[config.mk]
export PLATFORM = sky130hd
export DESIGN_NAME = serial_bus_responder_flat
export DESIGN_NICKNAME = d
export VERILOG_FILES = /design/src/rtl/serial_bus_responder_if.sv /design/src/rtl/serial_bus_responder.sv /design/src/flat_wrapper.sv
export SDC_FILE = /design/constraint.sdc
export NUM_CORES = 1
export LEC_CHECK = 0
export ABC_AREA = 1
export CORE_MARGIN = 2
export CORE_UTILIZATION = 50
export CTS_BUF_LIST = sky130_fd_sc_hd__clkbuf_16
export DETAILED_ROUTE_END_ITERATION = 10
export PLACE_DENSITY = 0.8
export SLEW_MARGIN = 20
export SYNTH_ARGS = -nofsm -noshare
export SYNTH_HDL_FRONTEND = slang
export SYNTH_SLANG_ARGS = --single-unit
[constraint.sdc]
create_clock -name clk -period 1.5 [get_ports clk]
set_input_delay 0.3 -clock clk [delete_from_list [all_inputs] [get_ports clk]]
set_output_delay 0.3 -clock clk [all_outputs]
set_load 0.005 [all_outputs]
[src/rtl/serial_bus_responder_if.sv]
// Serial link and register-bus signals of serial_bus_responder.
// The responder is the slave side; the initiator/bus model is the master.
interface serial_bus_responder_if;
  logic        serialin;
  logic        serialout;
  logic        wr;
  logic [15:0] addr;
  logic [15:0] wrdata;
  logic [15:0] rddata;

  modport slave (
    input  serialin,
    input  rddata,
    output serialout,
    output wr,
    output addr,
    output wrdata
  );

  modport master (
    output serialin,
    output rddata,
    input  serialout,
    input  wr,
    input  addr,
    input  wrdata
  );
endinterface

[src/rtl/serial_bus_responder.sv]
// Serial command responder: decodes 13-bit frames into register-bus reads/writes
// and returns status/data frames on a concurrent serial transmitter.
module serial_bus_responder #(
  parameter logic [7:0] RDSTAT  = 8'h02,
  parameter logic [7:0] WRSTAT  = 8'h01,
  parameter logic [7:0] BADSTAT = 8'hEE
) (
  input  logic                   clk,
  input  logic                   rst,
  serial_bus_responder_if.slave  bus,
  output logic [15:0]            rdcount,
  output logic [15:0]            wrcount,
  output logic [15:0]            bytecount,
  output logic [15:0]            errcount,
  output logic                   txoverrun
);

  typedef enum logic [1:0] {RX_IDLE, RX_BITS, RX_STOP} rx_state_t;
  typedef enum logic [1:0] {OP_NONE, OP_WR, OP_RD, OP_BAD} op_t;

  function automatic logic [12:0] make_frame(input logic flag, input logic [7:0] d);
    return {2'b01, flag, d, 2'b00};
  endfunction

  logic        sin_q;
  rx_state_t   rx_state_q;
  logic [3:0]  bit_cnt_q;
  logic [8:0]  shift_q;
  logic        stop_err_q;
  logic [31:0] hold_q;
  op_t         op1_q, op2_q;
  logic [15:0] addr_q, wrdata_q;
  logic        wr_q;
  logic [38:0] tx_sh_q, pend_sh_q;
  logic [5:0]  tx_cnt_q, pend_cnt_q;
  logic        pend_v_q;
  logic        sout_q;
  logic [15:0] rdcount_q, wrcount_q, bytecount_q, errcount_q;
  logic        txoverrun_q;

  logic        rsp_v_d;
  logic [38:0] rsp_sh_d;
  logic [5:0]  rsp_cnt_d;
  logic        tx_last_d;

  // Response is built one cycle after the bus access so rddata reflects the new addr.
  always_comb begin
    rsp_v_d   = 1'b0;
    rsp_sh_d  = '0;
    rsp_cnt_d = '0;
    case (op2_q)
      OP_WR: begin
        rsp_v_d   = 1'b1;
        rsp_sh_d  = {make_frame(1'b1, WRSTAT), 26'd0};
        rsp_cnt_d = 6'd13;
      end
      OP_RD: begin
        rsp_v_d   = 1'b1;
        rsp_sh_d  = {make_frame(1'b0, bus.rddata[15:8]), make_frame(1'b0, bus.rddata[7:0]),
                     make_frame(1'b1, RDSTAT)};
        rsp_cnt_d = 6'd39;
      end
      OP_BAD: begin
        rsp_v_d   = 1'b1;
        rsp_sh_d  = {make_frame(1'b1, BADSTAT), 26'd0};
        rsp_cnt_d = 6'd13;
      end
      default: ;
    endcase
  end

  assign tx_last_d = (tx_cnt_q <= 6'd1);

  always_ff @(posedge clk) begin
    if (rst) begin
      sin_q       <= 1'b0;
      rx_state_q  <= RX_IDLE;
      bit_cnt_q   <= '0;
      shift_q     <= '0;
      stop_err_q  <= 1'b0;
      hold_q      <= '0;
      op1_q       <= OP_NONE;
      op2_q       <= OP_NONE;
      addr_q      <= '0;
      wrdata_q    <= '0;
      wr_q        <= 1'b0;
      tx_sh_q     <= '0;
      tx_cnt_q    <= '0;
      pend_sh_q   <= '0;
      pend_cnt_q  <= '0;
      pend_v_q    <= 1'b0;
      sout_q      <= 1'b0;
      rdcount_q   <= '0;
      wrcount_q   <= '0;
      bytecount_q <= '0;
      errcount_q  <= '0;
      txoverrun_q <= 1'b0;
    end else begin
      sin_q <= bus.serialin;
      wr_q  <= 1'b0;
      op1_q <= OP_NONE;
      op2_q <= op1_q;

      case (rx_state_q)
        RX_IDLE: begin
          if (sin_q) begin
            rx_state_q <= RX_BITS;
            bit_cnt_q  <= '0;
          end
        end
        RX_BITS: begin
          shift_q <= {shift_q[7:0], sin_q};
          if (bit_cnt_q == 4'd8) begin
            rx_state_q <= RX_STOP;
            bit_cnt_q  <= '0;
          end else begin
            bit_cnt_q <= bit_cnt_q + 4'd1;
          end
        end
        RX_STOP: begin
          if (bit_cnt_q == 4'd0) begin
            stop_err_q <= sin_q;
            bit_cnt_q  <= 4'd1;
          end else begin
            rx_state_q <= RX_IDLE;
            if (stop_err_q || sin_q) begin
              errcount_q <= errcount_q + 16'd1;
            end else begin
              bytecount_q <= bytecount_q + 16'd1;
              if (!shift_q[8]) begin
                hold_q <= {hold_q[23:0], shift_q[7:0]};
              end else begin
                hold_q <= '0;
                case (shift_q[7:0])
                  8'h01: begin
                    addr_q   <= hold_q[15:0];
                    wrdata_q <= hold_q[31:16];
                    op1_q    <= OP_WR;
                  end
                  8'h02: begin
                    addr_q <= hold_q[15:0];
                    op1_q  <= OP_RD;
                  end
                  default: op1_q <= OP_BAD;
                endcase
              end
            end
          end
        end
        default: rx_state_q <= RX_IDLE;
      endcase

      if (op1_q == OP_WR) begin
        wr_q      <= 1'b1;
        wrcount_q <= wrcount_q + 16'd1;
      end
      if (op1_q == OP_RD) rdcount_q <= rdcount_q + 16'd1;

      // On the final bit the next response (pending first) loads so frames stay back to back.
      sout_q  <= (tx_cnt_q != 6'd0) ? tx_sh_q[38] : 1'b0;
      tx_sh_q <= tx_sh_q << 1;
      if (tx_cnt_q != 6'd0) tx_cnt_q <= tx_cnt_q - 6'd1;
      if (tx_last_d) begin
        if (pend_v_q) begin
          tx_sh_q  <= pend_sh_q;
          tx_cnt_q <= pend_cnt_q;
          pend_v_q <= rsp_v_d;
          if (rsp_v_d) begin
            pend_sh_q  <= rsp_sh_d;
            pend_cnt_q <= rsp_cnt_d;
          end
        end else if (rsp_v_d) begin
          tx_sh_q  <= rsp_sh_d;
          tx_cnt_q <= rsp_cnt_d;
        end
      end else if (rsp_v_d) begin
        pend_sh_q  <= rsp_sh_d;
        pend_cnt_q <= rsp_cnt_d;
        pend_v_q   <= 1'b1;
        if (pend_v_q) txoverrun_q <= 1'b1;
      end
    end
  end

  assign bus.serialout = sout_q;
  assign bus.wr        = wr_q;
  assign bus.addr      = addr_q;
  assign bus.wrdata    = wrdata_q;
  assign rdcount       = rdcount_q;
  assign wrcount       = wrcount_q;
  assign bytecount     = bytecount_q;
  assign errcount      = errcount_q;
  assign txoverrun     = txoverrun_q;

endmodule

[src/flat_wrapper.sv]
// flat-port wrapper written by rule: the top's interface ports become plain ports
module serial_bus_responder_flat 
#(
  parameter logic [7:0] RDSTAT  = 8'h02,
  parameter logic [7:0] WRSTAT  = 8'h01,
  parameter logic [7:0] BADSTAT = 8'hEE
)
  (clk, rst, rdcount, wrcount, bytecount, errcount, txoverrun, bus_serialin, bus_rddata, bus_serialout, bus_wr, bus_addr, bus_wrdata);
  serial_bus_responder_if bus_i ();
  input  logic clk;
  input  logic rst;
  output logic [15:0] rdcount;
  output logic [15:0] wrcount;
  output logic [15:0] bytecount;
  output logic [15:0] errcount;
  output logic txoverrun;
  input wire logic [$bits(bus_i.serialin)-1:0] bus_serialin;
  input wire logic [$bits(bus_i.rddata)-1:0] bus_rddata;
  output wire logic [$bits(bus_i.serialout)-1:0] bus_serialout;
  output wire logic [$bits(bus_i.wr)-1:0] bus_wr;
  output wire logic [$bits(bus_i.addr)-1:0] bus_addr;
  output wire logic [$bits(bus_i.wrdata)-1:0] bus_wrdata;
  assign bus_i.serialin = bus_serialin;
  assign bus_i.rddata = bus_rddata;
  assign bus_serialout = bus_i.serialout;
  assign bus_wr = bus_i.wr;
  assign bus_addr = bus_i.addr;
  assign bus_wrdata = bus_i.wrdata;
  serial_bus_responder #(.RDSTAT(RDSTAT), .WRSTAT(WRSTAT), .BADSTAT(BADSTAT)) u_core (.clk(clk), .rst(rst), .bus(bus_i), .rdcount(rdcount), .wrcount(wrcount), .bytecount(bytecount), .errcount(errcount), .txoverrun(txoverrun));
endmodule
==> impl_metrics.json <==
{
  "num-nets-final": 1511,
  "die_width_um": 140,
  "cts_tree": "built",
  "async_flop_share_pct": 0,
  "finalWorstSetupSlack_ns": -0.0386,
  "drcViolationCount": 0,
  "path_max_fanout": 7,
  "cts_htree_levels": 1,
  "io_pins": 118,
  "chipHeight_um": 140,
  "fin_cells": 1722,
  "fin_area_um2": 12500,
  "globalplace.congestion": 0.886,
  "slew_viol_final": 0,
  "clk-insertion-delay-late_ns": 0.52,
  "ir_drop_mv": 0.777,
  "clockRootBuffer": "sky130_fd_sc_hd__clkbuf_16",
  "final-setup-viol-count": 4,
  "critical_path_class": "reg -> reg",
  "path_clk_slew_ns": 0.07,
  "power-per-cell-area_nw_per_um2": 1190,
  "portBuffers": 117,
  "placed_cells": 1662,
  "vias_per_cell": 5.23,
  "drt-pass1-iter-count": 6,
  "synth_edf_count": 0,
  "drtAntennaViolNets": 0,
  "total_die_area_um2": 19700,
  "arrival_ns": 1.94,
  "static_leakage_nw": 5.33,
  "number_of_nets_produced_by_synthesis": 1330,
  "post_drt_wl_per_cell_um": 13.7,
  "dpl-instance-area_um2": 11100,
  "run_status": "finished, violations left",
  "multi_input_area_um2": 4540,
  "max_flop_register": "u_core.tx_sh_q",
  "fmax_mhz": 650,
  "largest_register_ffs": 36,
  "fin_worst_hold_slack_ns": 0.271,
  "design.core.area_um2": 18100,
  "start_util_pct": 51.3,
  "syn-instance-count": 1297,
  "grt_overflow_total": 0,
  "critical_path_required_ns": 1.91,
  "worst_setup_path_start_kind": "flop",
  "numClockSinks": 215,
  "total_wire_length_after_detailed_routing_um": 23600,
  "post-dp-hpwl_um": 15200,
  "synthToLayoutAreaGrowth_pct": 34.0,
  "failed_checks": "negative setup slack",
  "finalHoldViolCount": 0,
  "grt_first_pass_wirelength_um": 36900,
  "seqCellArea_um2": 4420,
  "cts-root-to-sink-buffers": 3,
  "synth_cell_types": 39,
  "yosysWarnings": 0,
  "antenna_violations_before_repair": 0,
  "layout_top_registers": "u_core.tx_sh_q x36, u_core.hold_q x32, u_core.pend_sh_q x17",
  "first_global_vias": 8224,
  "drive_above_1_share_pct": 21.0,
  "drv.max_cap_violation_count": 0,
  "layout_min_cycle_time_ns": 1.54,
  "grt_start_max_net_pins": 59,
  "max_slew_margin_pct": 76.3,
  "syn_avg_cell_area_um2": 7.18,
  "antenna_cell_count": 0,
  "global_route.usage.total_pct": 22.0,
  "routed-via-count": 8999,
  "layout.filler_cells": 1439,
  "postLayoutCoreUtil_pct": 68.8,
  "setup.worst_path.end_class": "flop",
  "cts_buffers": 23,
  "portion_of_the_post_synthesis_area_used_by_sequential_elements_pct": 46.2,
  "drtIter0Drc": 680,
  "ys_ff_latch": 215,
  "fin_crit_sh_pct": 103,
  "timing.hold.worst.class": "in -> reg",
  "total_power_mw": 14.9,
  "synthFlopType": "sky130_fd_sc_hd__dfxtp_1",
  "mappedNetlistArea_um2": 9310,
  "rsz0062_at_grt": "yes",
  "placement_rows": 49,
  "fin_worst_skew_ns": 0.0344,
  "tightestPinTransition_ns": 0.355
}
[where the power goes]
group	internal, mW	total [mW]	switching, mW
Sequential	5.91	6.12	0.204
Clock	3.12	5.36	2.24
Combinational	1.43	3.40	1.97
[cells in the mapped netlist (6+ instances only)]
library cell / n / area share [%]
sky130_fd_sc_hd__nand2_1: 290 / 12
sky130_fd_sc_hd__nand3_1: 79 / 4.2
sky130_fd_sc_hd__a21oi_1: 126 / 6.8
sky130_fd_sc_hd__a211oi_1: 16 / 1.3
sky130_fd_sc_hd__o21ai_0: 67 / 3.6
sky130_fd_sc_hd__inv_2: 7 / 0.28
sky130_fd_sc_hd__buf_4: 10 / 0.81
sky130_fd_sc_hd__nand4_1: 17 / 1.1
sky130_fd_sc_hd__ha_1: 14 / 1.9
sky130_fd_sc_hd__inv_1: 135 / 5.4
sky130_fd_sc_hd__dfxtp_1: 215 / 46
sky130_fd_sc_hd__a31oi_1: 9 / 0.60
sky130_fd_sc_hd__nor2_4: 7 / 0.85
sky130_fd_sc_hd__buf_1: 6 / 0.24
sky130_fd_sc_hd__nor3_1: 13 / 0.70
sky130_fd_sc_hd__buf_6: 6 / 0.73
sky130_fd_sc_hd__clkbuf_1: 21 / 0.85
sky130_fd_sc_hd__nor2_1: 203 / 8.2
sky130_fd_sc_hd__buf_2: 10 / 0.54
[area by class of cell]
type                            instances  share of cell area, %
Inverter                              144                   4.52
Clock inverter                         17                   1.05
Tap cell                              229                   2.30
Sequential cell                       215                   35.4
Multi-Input combinational cell        884                   36.4
Clock buffer                           23                   4.61
Timing Repair Buffer                  210                   15.7
[path summary, 6_finish.rpt]
kind / depth (start not counted) / slack [ns] / from / end
hold / removal: 3 / 0.27 / rst / u_core.bytecount[13]$_SDFFE_PP0P_
setup / recovery: 8 / -0.04 / u_core.tx_cnt_q[1]$_SDFF_PP0_ / u_core.tx_sh_q[37]$_SDFF_PP0_
setup reg to reg: 8 / -0.04 / u_core.tx_cnt_q[1]$_SDFF_PP0_ / u_core.tx_sh_q[37]$_SDFF_PP0_
hold reg to reg: 2 / 0.40 / u_core.tx_sh_q[4]$_SDFF_PP0_ / u_core.tx_sh_q[5]$_SDFF_PP0_
[logic make-up (layout without fill, tap and decap cells)]
family | after synthesis | in the layout | share of synthesized area [%]
flip-flops | 215 | 215 | 46.2
XOR/XNOR | 5 | 5 | 0.470
buffers and inverters | 198 | 394 | 9.04
AND/OR/NAND/NOR | 636 | 636 | 29.2
adder cells (fa/ha/maj) | 14 | 14 | 1.88
AO/OA/AOI/OAI | 229 | 229 | 13.2
[cell usage in the layout, fill, tap and decap left out, types with 17 or more instances in the layout]
master / netlist / final
sky130_fd_sc_hd__a21oi_2: 0 / 17
sky130_fd_sc_hd__nor2_2: 5 / 18
sky130_fd_sc_hd__nand3_1: 79 / 74
sky130_fd_sc_hd__nand4_1: 17 / 17
sky130_fd_sc_hd__nor2_1: 203 / 186
sky130_fd_sc_hd__inv_1: 135 / 133
sky130_fd_sc_hd__clkdlybuf4s50_1: 0 / 17
sky130_fd_sc_hd__dfxtp_1: 215 / 151
sky130_fd_sc_hd__o21ai_0: 67 / 53
sky130_fd_sc_hd__buf_4: 10 / 68
sky130_fd_sc_hd__clkbuf_16: 0 / 24
sky130_fd_sc_hd__dfxtp_2: 0 / 50
sky130_fd_sc_hd__dlygate4sd2_1: 0 / 89
sky130_fd_sc_hd__a21oi_1: 126 / 109
sky130_fd_sc_hd__nand2_1: 290 / 265
sky130_fd_sc_hd__nand2_2: 5 / 19
[routing by layer]
| metal | track usage, % | vias to the layer above | wire (µm) |
|---|---|---|---|
| met5 | 0 | - | 0 |
| met4 | 8.58 | 0 | 607 |
| met3 | 4.79 | 55 | 1390 |
| met2 | 37.8 | 256 | 11400 |
| met1 | 27.1 | 4154 | 10200 |
| li1 | - | 4534 | - |
[critical path, stage by stage, from the launching register on]
cell and delay (ns):
sky130_fd_sc_hd__dfxtp_2 0.35, sky130_fd_sc_hd__inv_4 0.05, sky130_fd_sc_hd__ha_4 0.15, sky130_fd_sc_hd__nor2_2 0.14, sky130_fd_sc_hd__nor2_4 0.10, sky130_fd_sc_hd__o21ai_4 0.15, sky130_fd_sc_hd__inv_1 0.17, sky130_fd_sc_hd__o21ai_0 0.23
sky130_fd_sc_hd__nor2_1 0.07
[metrics by stage]
step | setup slack [ns] | setup TNS (ns)
after floorplan | 0.00575 | 0
after global placement | -0.0386 | -0.0831
after detailed placement | -0.0904 | -0.617
after CTS | -0.0153 | -0.0392
after global routing | -0.0990 | -1.96
final | -0.0386 | -0.0795
[what timing repair did]
item | CTS | global route
hold buffers | 0 | 0
hold endpoints to repair | 0 | 0
gates cloned | 1 | 2
endpoints found under the setup margin | 150 | 163
pin swaps | 9 | 41
gates resized for setup | 199 | 142
setup buffers | 7 | 10
(Power assumes the default switching activity.)
